**config.mk**
```make
export PLATFORM = sky130hd
export DESIGN_NAME = scandoubler_vidin_writer
export DESIGN_NICKNAME = d
export VERILOG_FILES = /design/src/rtl/scandoubler_pkg.sv /design/src/rtl/scandoubler_burst_fifo.sv /design/src/rtl/scandoubler_vidin_writer.sv
export SDC_FILE = /design/constraint.sdc
export NUM_CORES = 2
export LEC_CHECK = 0
export ABC_AREA = 1
export CAP_MARGIN = 20
export CELL_PAD_IN_SITES_DETAIL_PLACEMENT = 0
export CELL_PAD_IN_SITES_GLOBAL_PLACEMENT = 1
export CORE_MARGIN = 2
export CORE_UTILIZATION = 52
export CTS_CLUSTER_DIAMETER = 60
export DETAILED_ROUTE_END_ITERATION = 10
export PLACE_DENSITY = 0.89
export REMOVE_ABC_BUFFERS = 1
export SYNTH_ARGS = -nofsm -noshare
export SYNTH_HDL_FRONTEND = slang
export SYNTH_SLANG_ARGS = --single-unit
```
**constraint.sdc**
```tcl
create_clock -name clk_96 -period 25.3 [get_ports clk_96]
set_clock_uncertainty 0.15 [all_clocks]
set_input_delay 5.06 -clock clk_96 [delete_from_list [all_inputs] [get_ports clk_96]]
set_output_delay 5.06 -clock clk_96 [all_outputs]
set_load 0.005 [all_outputs]
```
**src/rtl/scandoubler_pkg.sv**
```systemverilog
// ----------------------------------------------------------------------------
// scandoubler_pkg
// Shared definitions for the scandoubler framebuffer capture path.
//   BURST_WORDS  : pixel words per SDRAM burst
//   burst_tag_t  : x/y/frame tag carried with every queued burst
//   burst_t      : tag plus the eight words of one burst
//   BURST_BITS   : flat width of burst_t, used for storage ports
//   frame_wrap() : advances a framebuffer index modulo the buffer count
// ----------------------------------------------------------------------------
package scandoubler_pkg;

    localparam int BURST_WORDS = 8;

    typedef struct packed {
        logic [10:0] x_base;
        logic [10:0] y;
        logic [1:0]  frame;
    } burst_tag_t;

    typedef struct packed {
        burst_tag_t                   tag;
        logic [BURST_WORDS-1:0][15:0] words;
    } burst_t;

    localparam int BURST_BITS = $bits(burst_t);

    // Next framebuffer index, wrapping back to 0 after the last buffer.
    function automatic logic [1:0] frame_wrap(input logic [1:0] f, input int frames);
        logic [1:0] last;
        last = 2'(frames - 1);
        return (f == last) ? 2'd0 : f + 2'd1;
    endfunction

endpackage

```
**src/rtl/scandoubler_burst_fifo.sv**
```systemverilog
// ----------------------------------------------------------------------------
// scandoubler_burst_fifo
// Queue of complete bursts (tag + 8 words) held in an inferred RAM with a
// registered read port. The head entry is always presented on head_o.
//   clk_i        : clock
//   init_n_i     : synchronous active-low reset (empties the queue)
//   push_i       : commit push_data_i; ignored while full
//   push_data_i  : burst to enqueue
//   pop_i        : retire the head entry
//   full_o       : BURSTS entries queued
//   nonempty_o   : registered "queue holds at least one burst"
//   head_o       : registered copy of the head entry
// ----------------------------------------------------------------------------
module scandoubler_burst_fifo
    import scandoubler_pkg::*;
#(
    parameter int BURSTS = 4
) (
    input  logic                  clk_i,
    input  logic                  init_n_i,
    input  logic                  push_i,
    input  logic [BURST_BITS-1:0] push_data_i,
    input  logic                  pop_i,
    output logic                  full_o,
    output logic                  nonempty_o,
    output logic [BURST_BITS-1:0] head_o
);

    localparam int PW = $clog2(BURSTS);
    localparam int CW = PW + 1;

    logic [BURST_BITS-1:0] mem [BURSTS];
    logic [PW-1:0]         wr_ptr_q, wr_ptr_d;
    logic [PW-1:0]         rd_ptr_q, rd_ptr_d;
    logic [CW-1:0]         count_q, count_d;
    logic                  nonempty_q;
    logic [BURST_BITS-1:0] head_q;
    logic                  do_push, do_pop;

    assign full_o     = (count_q == CW'(BURSTS));
    assign do_push    = push_i && !full_o;
    assign do_pop     = pop_i && (count_q != '0);
    assign nonempty_o = nonempty_q;
    assign head_o     = head_q;

    // Pointer and occupancy next-state. Pointers wrap naturally because the
    // depth is a power of two; a simultaneous push and pop leaves the count.
    always_comb begin
        wr_ptr_d = wr_ptr_q;
        rd_ptr_d = rd_ptr_q;
        count_d  = count_q;
        if (do_push) begin
            wr_ptr_d = wr_ptr_q + PW'(1);
        end
        if (do_pop) begin
            rd_ptr_d = rd_ptr_q + PW'(1);
        end
        if (do_push && !do_pop) begin
            count_d = count_q + CW'(1);
        end else if (!do_push && do_pop) begin
            count_d = count_q - CW'(1);
        end
    end

    // Burst storage write port, kept free of reset so it maps onto RAM.
    always_ff @(posedge clk_i) begin
        if (do_push) begin
            mem[wr_ptr_q] <= push_data_i;
        end
    end

    // Registered read of the next head. The bypass covers a push landing in
    // the slot that is about to become (or already is) the head, which
    // happens when the queue is empty or holds one entry that is popping.
    always_ff @(posedge clk_i) begin
        if (!init_n_i) begin
            wr_ptr_q   <= '0;
            rd_ptr_q   <= '0;
            count_q    <= '0;
            nonempty_q <= 1'b0;
            head_q     <= '0;
        end else begin
            wr_ptr_q   <= wr_ptr_d;
            rd_ptr_q   <= rd_ptr_d;
            count_q    <= count_d;
            nonempty_q <= (count_d != '0);
            if (do_push && (wr_ptr_q == rd_ptr_d)) begin
                head_q <= push_data_i;
            end else begin
                head_q <= mem[rd_ptr_d];
            end
        end
    end

endmodule

```
**src/rtl/scandoubler_vidin_writer.sv**
```systemverilog
// ----------------------------------------------------------------------------
// scandoubler_vidin_writer
// Packs a 16-bit pixel-word stream into 8-word bursts tagged with x/y/frame,
// queues them, and feeds them to the SDRAM controller's framebuffer write
// port through the vidin_req / vidin_ack handshake.
//   clk_96        : SDRAM clock, sole clock
//   init_n        : synchronous active-low reset
//   pix_ce/pix_d  : pixel word strobe and data
//   pix_hs/pix_vs : sync levels; rising edges start a new line / frame
//   vidin_req     : a burst is pending
//   vidin_frame/y : tags of the head burst
//   vidin_x/d     : word position and data, updated one cycle after each ack
//   vidin_ack     : controller advance strobe, 8 cycles per burst
//   frame_done    : last fully captured framebuffer
//   overflow      : sticky word-drop flag, cleared by clr_overflow
// ----------------------------------------------------------------------------
module scandoubler_vidin_writer
    import scandoubler_pkg::*;
#(
    parameter int BURSTS = 4,
    parameter int FRAMES = 2
) (
    input  logic        clk_96,
    input  logic        init_n,
    input  logic        pix_ce,
    input  logic [15:0] pix_d,
    input  logic        pix_hs,
    input  logic        pix_vs,
    output logic        vidin_req,
    output logic [1:0]  vidin_frame,
    output logic [10:0] vidin_x,
    output logic [10:0] vidin_y,
    output logic [15:0] vidin_d,
    input  logic        vidin_ack,
    output logic [1:0]  frame_done,
    output logic        overflow,
    input  logic        clr_overflow
);

    logic                         hs_q, vs_q, hs_rise, vs_rise;
    logic [10:0]                  wx_q, wx_d, wy_q, wy_d;
    logic [1:0]                   wf_q, wf_d;
    logic [BURST_WORDS-1:0][15:0] fill_q, fill_d;
    logic [1:0]                   frame_done_q, frame_done_d;
    logic                         overflow_q, overflow_d;
    logic [2:0]                   rp_q, rp_d;
    logic                         pop_pend_q, pop_pend_d;
    logic [10:0]                  vidin_x_q, vidin_x_d;
    logic [15:0]                  vidin_d_q, vidin_d_d;
    logic                         push, fifo_full, fifo_nonempty, ack_ok;
    burst_t                       push_burst, head;
    logic [BURST_BITS-1:0]        head_bits;

    scandoubler_burst_fifo #(.BURSTS(BURSTS)) u_fifo (
        .clk_i       (clk_96),
        .init_n_i    (init_n),
        .push_i      (push),
        .push_data_i (push_burst),
        .pop_i       (pop_pend_q),
        .full_o      (fifo_full),
        .nonempty_o  (fifo_nonempty),
        .head_o      (head_bits)
    );

    assign head        = head_bits;
    assign vidin_req   = fifo_nonempty;
    assign vidin_frame = head.tag.frame;
    assign vidin_y     = head.tag.y;
    assign vidin_x     = vidin_x_q;
    assign vidin_d     = vidin_d_q;
    assign frame_done  = frame_done_q;
    assign overflow    = overflow_q;

    // Input packer. Sync edges are handled before the word of the same
    // cycle, so that word opens the new line/frame; vs overrides hs. A burst
    // is flushed on an edge only if partly filled. Words arriving while the
    // queue is full are dropped but still advance wx to keep geometry.
    always_comb begin
        hs_rise      = pix_hs & ~hs_q;
        vs_rise      = pix_vs & ~vs_q;
        wx_d         = wx_q;
        wy_d         = wy_q;
        wf_d         = wf_q;
        fill_d       = fill_q;
        frame_done_d = frame_done_q;
        overflow_d   = clr_overflow ? 1'b0 : overflow_q;
        push         = 1'b0;
        push_burst   = '0;

        if (hs_rise || vs_rise) begin
            if (wx_q[2:0] != 3'd0) begin
                push                    = 1'b1;
                push_burst.tag.x_base   = wx_q & ~11'd7;
                push_burst.tag.y        = wy_q;
                push_burst.tag.frame    = wf_q;
                push_burst.words        = fill_q;
            end
            wx_d = '0;
            if (vs_rise) begin
                wy_d         = '0;
                frame_done_d = wf_q;
                wf_d         = frame_wrap(wf_q, FRAMES);
            end else if (wy_q != 11'h7FF) begin
                wy_d = wy_q + 11'd1;
            end
        end

        if (pix_ce) begin
            if (fifo_full) begin
                overflow_d = 1'b1;
            end else begin
                fill_d[wx_d[2:0]] = pix_d;
            end
            if (wx_d[2:0] == 3'd7) begin
                push                  = 1'b1;
                push_burst.tag.x_base = wx_d & ~11'd7;
                push_burst.tag.y      = wy_d;
                push_burst.tag.frame  = wf_d;
                push_burst.words      = fill_d;
            end
            wx_d = wx_d + 11'd1;
        end
    end

    // Output sequencer. Each accepted ack presents word rp of the head; the
    // 8th ack arms a pop that happens one cycle later so the controller can
    // still sample the last word against the old head tags. Acks during that
    // extra cycle are ignored.
    always_comb begin
        ack_ok     = vidin_ack && vidin_req && !pop_pend_q;
        rp_d       = rp_q;
        pop_pend_d = 1'b0;
        vidin_x_d  = vidin_x_q;
        vidin_d_d  = vidin_d_q;
        if (ack_ok) begin
            vidin_d_d  = head.words[rp_q];
            vidin_x_d  = head.tag.x_base + 11'(rp_q);
            rp_d       = rp_q + 3'd1;
            pop_pend_d = (rp_q == 3'd7);
        end
    end

    // State registers. Sync history loads the live levels in reset so a
    // sync held high across reset release is not seen as an edge.
    always_ff @(posedge clk_96) begin
        if (!init_n) begin
            hs_q         <= pix_hs;
            vs_q         <= pix_vs;
            wx_q         <= '0;
            wy_q         <= '0;
            wf_q         <= '0;
            fill_q       <= '0;
            frame_done_q <= 2'(FRAMES - 1);
            overflow_q   <= 1'b0;
            rp_q         <= '0;
            pop_pend_q   <= 1'b0;
            vidin_x_q    <= '0;
            vidin_d_q    <= '0;
        end else begin
            hs_q         <= pix_hs;
            vs_q         <= pix_vs;
            wx_q         <= wx_d;
            wy_q         <= wy_d;
            wf_q         <= wf_d;
            fill_q       <= fill_d;
            frame_done_q <= frame_done_d;
            overflow_q   <= overflow_d;
            rp_q         <= rp_d;
            pop_pend_q   <= pop_pend_d;
            vidin_x_q    <= vidin_x_d;
            vidin_d_q    <= vidin_d_d;
        end
    end

endmodule

```
# Word-level counts from Yosys, hierarchy flattened
# Memories as Yosys holds them, arrays and structs flattened. A register that Yosys moved wholly into a read port is not among the register bits.
# Cells that the tools add are included.
# totals
reg_bits	196
latch_bits	0
ramBits	608
mem_bits_ro	0
input_bits	23
out_inout_bits	44
elab_cells	93
mem_count	1
# op_classes
add_sub_neg	9
multipliers	0
n_div	0
magnitude_cmp	3
n_eq_ne	5
shift	0
n_mux	30
bitwise	4
n_reduce_logical	18
# memory_table
memory	depth	width	read_ports	rd_ports_with_merged_regs	write_ports	line	source
u_fifo.mem	4	152	1	1	1	scandoubler_burst_fifo.sv:32	logic [BURST_BITS-1:0] mem [BURSTS];
# op_table
op	count
$mux W152	4
$bwmux W128	1
$mux W128	1
$mux W11	5
$bmux W16 S3	1
$demux W16 S3	1
$mux W16	2
$add A11 B1 Y11 const B	2
$add A11 B3 Y11	1
$ne A11 B11 Y1 const B	1
$eq A3 B3 Y1 const B	3
$mux W1	9
$reduce_bool A3 Y1	3
$lt A3 B4 Y1 const B	2
$mux W2	4
$logic_and A1 B1 Y1	7
$add A2 B1 Y2 const B	3
$add A3 B1 Y3 const B	2
$mux W3	2
$logic_not A1 Y1	5
$reduce_and A2 Y1	2
$ge A3 B1 Y1 const B	1
$sub A3 B1 Y3 const B	1
$and A1 B1 Y1	2
3 further kinds	4

# Logic depth before layout (Yosys ltp)
# logic_depth
depth_word	13
ltp_mapped	18
mapped_depth_nobuf	18

# Hierarchy
# From an unflattened synthesis, not the netlist that was laid out.
# hier_totals
cells_unflattened	4845
area_unflattened_um2	43010.0
# modules_own_cells
mod	instances	cells_each	area_per_inst_um2	seq_area_each_um2
scandoubler_burst_fifo	1	3081	31500.2	21460.6
scandoubler_vidin_writer	1	1764	11509.8	3763.6

# Least setup slack after synthesis
# OpenSTA, ideal clock, no wires.
# synth_timing
path_type	input port to flip-flop
startpoint	input pix_vs
endpoint	memory u_fifo.mem[0][0] in the netlist's numbering, enable pin
setup_time_ns	0.659
arrival_ns	12.431
required_time_ns	24.491
path_slack_ns	12.060
path_stages	12
path_buffers	1
path_cell_list	nand2_4 -> nand2_8 -> inv_4 -> nand2_8 -> inv_1 -> ha_1 -> ha_1 -> nand2_1 -> nand2_2 -> nand2_2 -> buf_2 -> nor2_1
# synth_between
elab_chain_cells	9
word_cells_on_any_way	10
cone_classes	eq/ne: 1; mux: 6; bitwise: 1; reduce/logical: 2
# synth_lines
item	line	source
start, declared	scandoubler_vidin_writer.sv:28	input logic pix_vs,
$and A1 B1 Y1 (*)	scandoubler_vidin_writer.sv:80	vs_rise = pix_vs & ~vs_q;
$logic_or A1 B1 Y1 (*)	scandoubler_vidin_writer.sv:90	if (hs_rise || vs_rise) begin
$mux W11	scandoubler_vidin_writer.sv:90	
$eq A3 B3 Y1	scandoubler_vidin_writer.sv:114	if (wx_d[2:0] == 3'd7) begin
$mux W1	scandoubler_vidin_writer.sv:114	
$mux W1 (*)	scandoubler_vidin_writer.sv:108	if (pix_ce) begin
$logic_and A1 B1 Y1 (*)	scandoubler_burst_fifo.sv:41	assign do_push = push_i && !full_o;
$mux W1 (*)	scandoubler_burst_fifo.sv:67	if (do_push) begin
$mux W1 (not written as such) (*)	scandoubler_burst_fifo.sv:68	mem[wr_ptr_q] <= push_data_i;
end, declared	scandoubler_burst_fifo.sv:32	
# Every way passes the cells marked *; elsewhere a longest branch is shown, timed or not.

==> flow_metrics.env <==
export IMPL_outcome="completed"
export IMPL_seqPwrFrac_pct=49.3
export IMPL_worst_pin_slew_ns=1.364
export IMPL_swShare_pct=24.74
export IMPL_core_area_mm2=0.08016
export IMPL_grt_start_max_net_pins=241
export IMPL_fin_crit_sh_pct=38.96
export IMPL_fp_dieArea_mm2=0.08300
export IMPL_drc=0
export IMPL_synth_edf_count=596
export IMPL_fin_crit_ns=9.858
export IMPL_hold_buffers=0
export IMPL_std_cell_rows=104
export IMPL_maxSlewViolCount=0
export IMPL_synth_cell_types=37
export IMPL_async_flop_share_pct=0
export IMPL_cp_cell_sequence="clkdlybuf4s50_1 -> nand2_4 -> nand2_8 -> inv_4 -> nand2_8 -> inv_1 -> ha_1 -> ha_1 -> nand2_1 -> nand2_2 -> nand2_2 -> nor2_2 -> nand2_8 -> buf_4 -> buf_4 -> nand3_1 -> nand2_1 -> nor2_1"
export IMPL_critPathMaxStageDelay_ns=0.93
export IMPL_wl_um=112100
export IMPL_drt_wirelength_per_cell_um=19.24
export IMPL_cp_required_ns=25.70
export IMPL_power_leakage_nw=20.57
export IMPL_pwr_share_clk_pct=41.6
export IMPL_cts_buffers=100
export IMPL_place_congestion=0.8019
export IMPL_yosysTopAreaCell="edfxtp_1"
export IMPL_post_cts_buffers=0
export IMPL_start_util_pct=52.36
export IMPL_synth_top_family_by_area="simple AND/OR/NAND/NOR gates"
export IMPL_synth_top_area_share_pct=42.64
export IMPL_timing_rr_start="u_fifo.count_q[0]"
export IMPL_ys_ff_latch=941
export IMPL_die_y_um=288.1
export IMPL_port_buffers=66
export IMPL_synth_xor_area_share_pct=0.02087
export IMPL_antenna_found_initial=1
export IMPL_antenna_left=0
export IMPL_timing_rr_end="u_fifo.head_o[121]"
export IMPL_drt_vias_per_instance=5.462
export IMPL_internal_power_mw=2.624
export IMPL_layout_area_overhead_vs_synth_pct=10.21
export IMPL_io_pins=67
export IMPL_cts_sinks=941
export IMPL_fmax_ghz=0.1014
export IMPL_total_power_mw=3.486
export IMPL_grt_usage_pct=27.10
export IMPL_overflow=0
export IMPL_p_sw_mw=0.8623
export IMPL_nets=4717
export IMPL_crit_fanout=114
export IMPL_p_per_area_mw_per_mm2=75.36
export IMPL_synth_avg_cell_area_um2=8.805
export IMPL_cts_tree="yes"
export IMPL_drt_iter0_markers=2966
export IMPL_r2r_cells=15
export IMPL_finalSetupViolations=0
export IMPL_die_w_um=288.1
export IMPL_grt_first_pass_wirelength_um=173200
export IMPL_grt_pass1_vias=29630
export IMPL_clk_pin_slew_ns=0.06
export IMPL_yosys_warnings=0
export IMPL_critPathBufInv=5
export IMPL_ctsResizeCount=0
export IMPL_hold_path_end="vidin_x[7]"
export IMPL_clk_path_buf_depth=3
export IMPL_synth_compound_area_share_pct=7.822
export IMPL_met1_length_um=47950
export IMPL_hold_viol_final=0
export IMPL_cp_start_kind="primary input"
export IMPL_synthAdderAreaFrac_pct=0.3577
export IMPL_crit_cells=18
export IMPL_hold_path_class="reg2reg"
export IMPL_crit_type="in2reg"
export IMPL_final_cell_mix="1483 x nand2_1, 596 x edfxtp_1, 571 x inv_1"
export IMPL_fill_cells=6943
export IMPL_worstSkewPairLatency_ns=0.66
export IMPL_cap_viol_max_count=0
export IMPL_cpMostUsedCell="nand2_8"
export IMPL_endpoint_kind="flop"
export IMPL_vias=31830
export IMPL_rsz0062_at_grt="false"
export IMPL_power_frac_comb_pct=9.0
export IMPL_worstHoldStart="u_fifo.head_o[148]"
export IMPL_hold_depth=2
export IMPL_arrival_ns=10.26
export IMPL_synth_simple_gate_area_share_pct=24.12
export IMPL_max_vdd_ir_drop_mv=0.05079
export IMPL_dr_wl_met3_um=7966
export IMPL_synthMuxAreaShare_pct=0
export IMPL_post_dp_hpwl_um=57940
export IMPL_layout_commonest_cell="nand2_1"
export IMPL_dr_wl_met2_um=52930
export IMPL_highest_layer="met4"
export IMPL_critPathSlowestCell="buf_4"
export IMPL_syn_instance_count=4767
export IMPL_reg2reg_slack_ns=20.05
export IMPL_ys_seq_area_share_pct=59.10
export IMPL_cts_root_buf="clkbuf_16"
export IMPL_relSlewSlack_pct=9.100
export IMPL_setup_tns_ns=0
export IMPL_cp_top_family="buffers and inverters"
export IMPL_dr_pass1_iters=6
export IMPL_synth_area_leaders="edfxtp_1 43%, dfxtp_1 16%, nand2_1 13%"
export IMPL_layout_drive_gt1_share_pct=5.140
export IMPL_synth_flop_cell="edfxtp_1"
export IMPL_htreeDepth=3
export IMPL_syn_area_mm2=0.04197
-- tightest hold or removal path: stages (launching register included) --
cell,delay (ns)
dfxtp_1,0.31
nor2_1,0.04
nor2_1,0.08
-- power by group through the flow --
stage          Combinational [mW]  Clock (mW)  Sequential (mW)
2_1_floorplan               0.188           0             1.75
3_3_place_gp                0.306           0             1.75
3_5_place_dp                0.311           0             1.75
4_1_cts                     0.313        1.47             1.72
5_1_grt                     0.350        1.53             1.73
6_report                    0.314        1.45             1.72
-- logic make-up (layout without fill, tap and decap cells) --
kind of cell / Yosys count / after routing
simple gates: 2448 / 2448
flops: 941 / 941
buf+inv: 881 / 881
compound gates: 484 / 484
fa+ha+maj: 12 / 12
xor+xnor: 1 / 1
other cells: 0 / 1
-- synthesized netlist by cell type (7+ instances only) --
cell,count
ha_1,12
inv_1,573
nand2_2,14
a21oi_1,24
o21ai_0,88
nand3b_1,33
buf_2,105
inv_2,7
nand3_1,411
buf_1,20
o2bb2ai_1,8
buf_4,33
o21ai_1,16
o211ai_1,311
clkbuf_1,135
o22ai_1,32
nand2_1,1483
nor2_4,7
nor2_1,449
nand2_4,7
nand4_1,31
edfxtp_1,596
dfxtp_1,345
-- cell type report --
type / instances / area [um^2] / share of cell area, %
Inverter: 584 / 2210 / 4.777
Antenna cell: 1 / 2.502 / 0.005410
Sequential cell: 941 / 24810 / 53.62
Multi-Input combinational cell: 2945 / 13640 / 29.48
Clock inverter: 54 / 536.8 / 1.160
Clock buffer: 133 / 2706 / 5.851
Tap cell: 1060 / 1326 / 2.867
Timing Repair Buffer: 110 / 1032 / 2.232
-- state kept, by name (all words and copies together) (netlist names) --
| register | flops |
|---|---|
| fill_q | 128 |
| frame_done | 2 |
| hs_q | 1 |
| overflow | 1 |
| pop_pend_q | 1 |
| rp_q | 3 |
| u_fifo.count_q | 3 |
| u_fifo.head_o | 149 |
| u_fifo.mem | 596 |
| u_fifo.nonempty_o | 1 |
| u_fifo.rd_ptr_q | 2 |
| u_fifo.wr_ptr_q | 2 |
| vidin_d | 16 |
| vidin_x | 11 |
| vs_q | 1 |
| wf_q | 2 |
| wx_q | 11 |
| wy_q | 11 |
-- metal layers --
layer / vias to the layer above / GRT usage [%]
met5: - / 0
met4: 0 / 8.873
met3: 202 / 3.693
met2: 1163 / 45.20
met1: 15040 / 36.69
li1: 15430 / -
-- stage by stage --
stage / std cells / hold slack, ns / util, % / instance area [um^2] / worst slack (ns)
after floorplan: 4470 / 0.2747 / - / 40570 / 12.00
after global placement: 5639 / 0.2868 / 53.62 / 42980 / 14.77
after detailed placement: 5640 / 0.2929 / 53.66 / 43010 / 14.82
after CTS: 5827 / 0.3066 / 57.70 / 46250 / 15.52
after global routing: 5827 / 0.3251 / 57.70 / 46250 / 15.08
final: 5828 / 0.3056 / 57.71 / 46260 / 15.44
-- worst max-delay path by stage --
stage	startpoint	end	slack, ns
global placement	pix_vs	u_fifo.mem[0][38]	14.77
finish	pix_vs	u_fifo.head_o[121]	15.44
floorplan	pix_vs	u_fifo.mem[0][0]	12.00
CTS	pix_vs	u_fifo.head_o[126]	15.52
global route	pix_vs	u_fifo.head_o[126]	15.08
detailed placement	pix_vs	u_fifo.head_o[121]	14.82
Note: power is estimated with default switching activity, not from simulation.
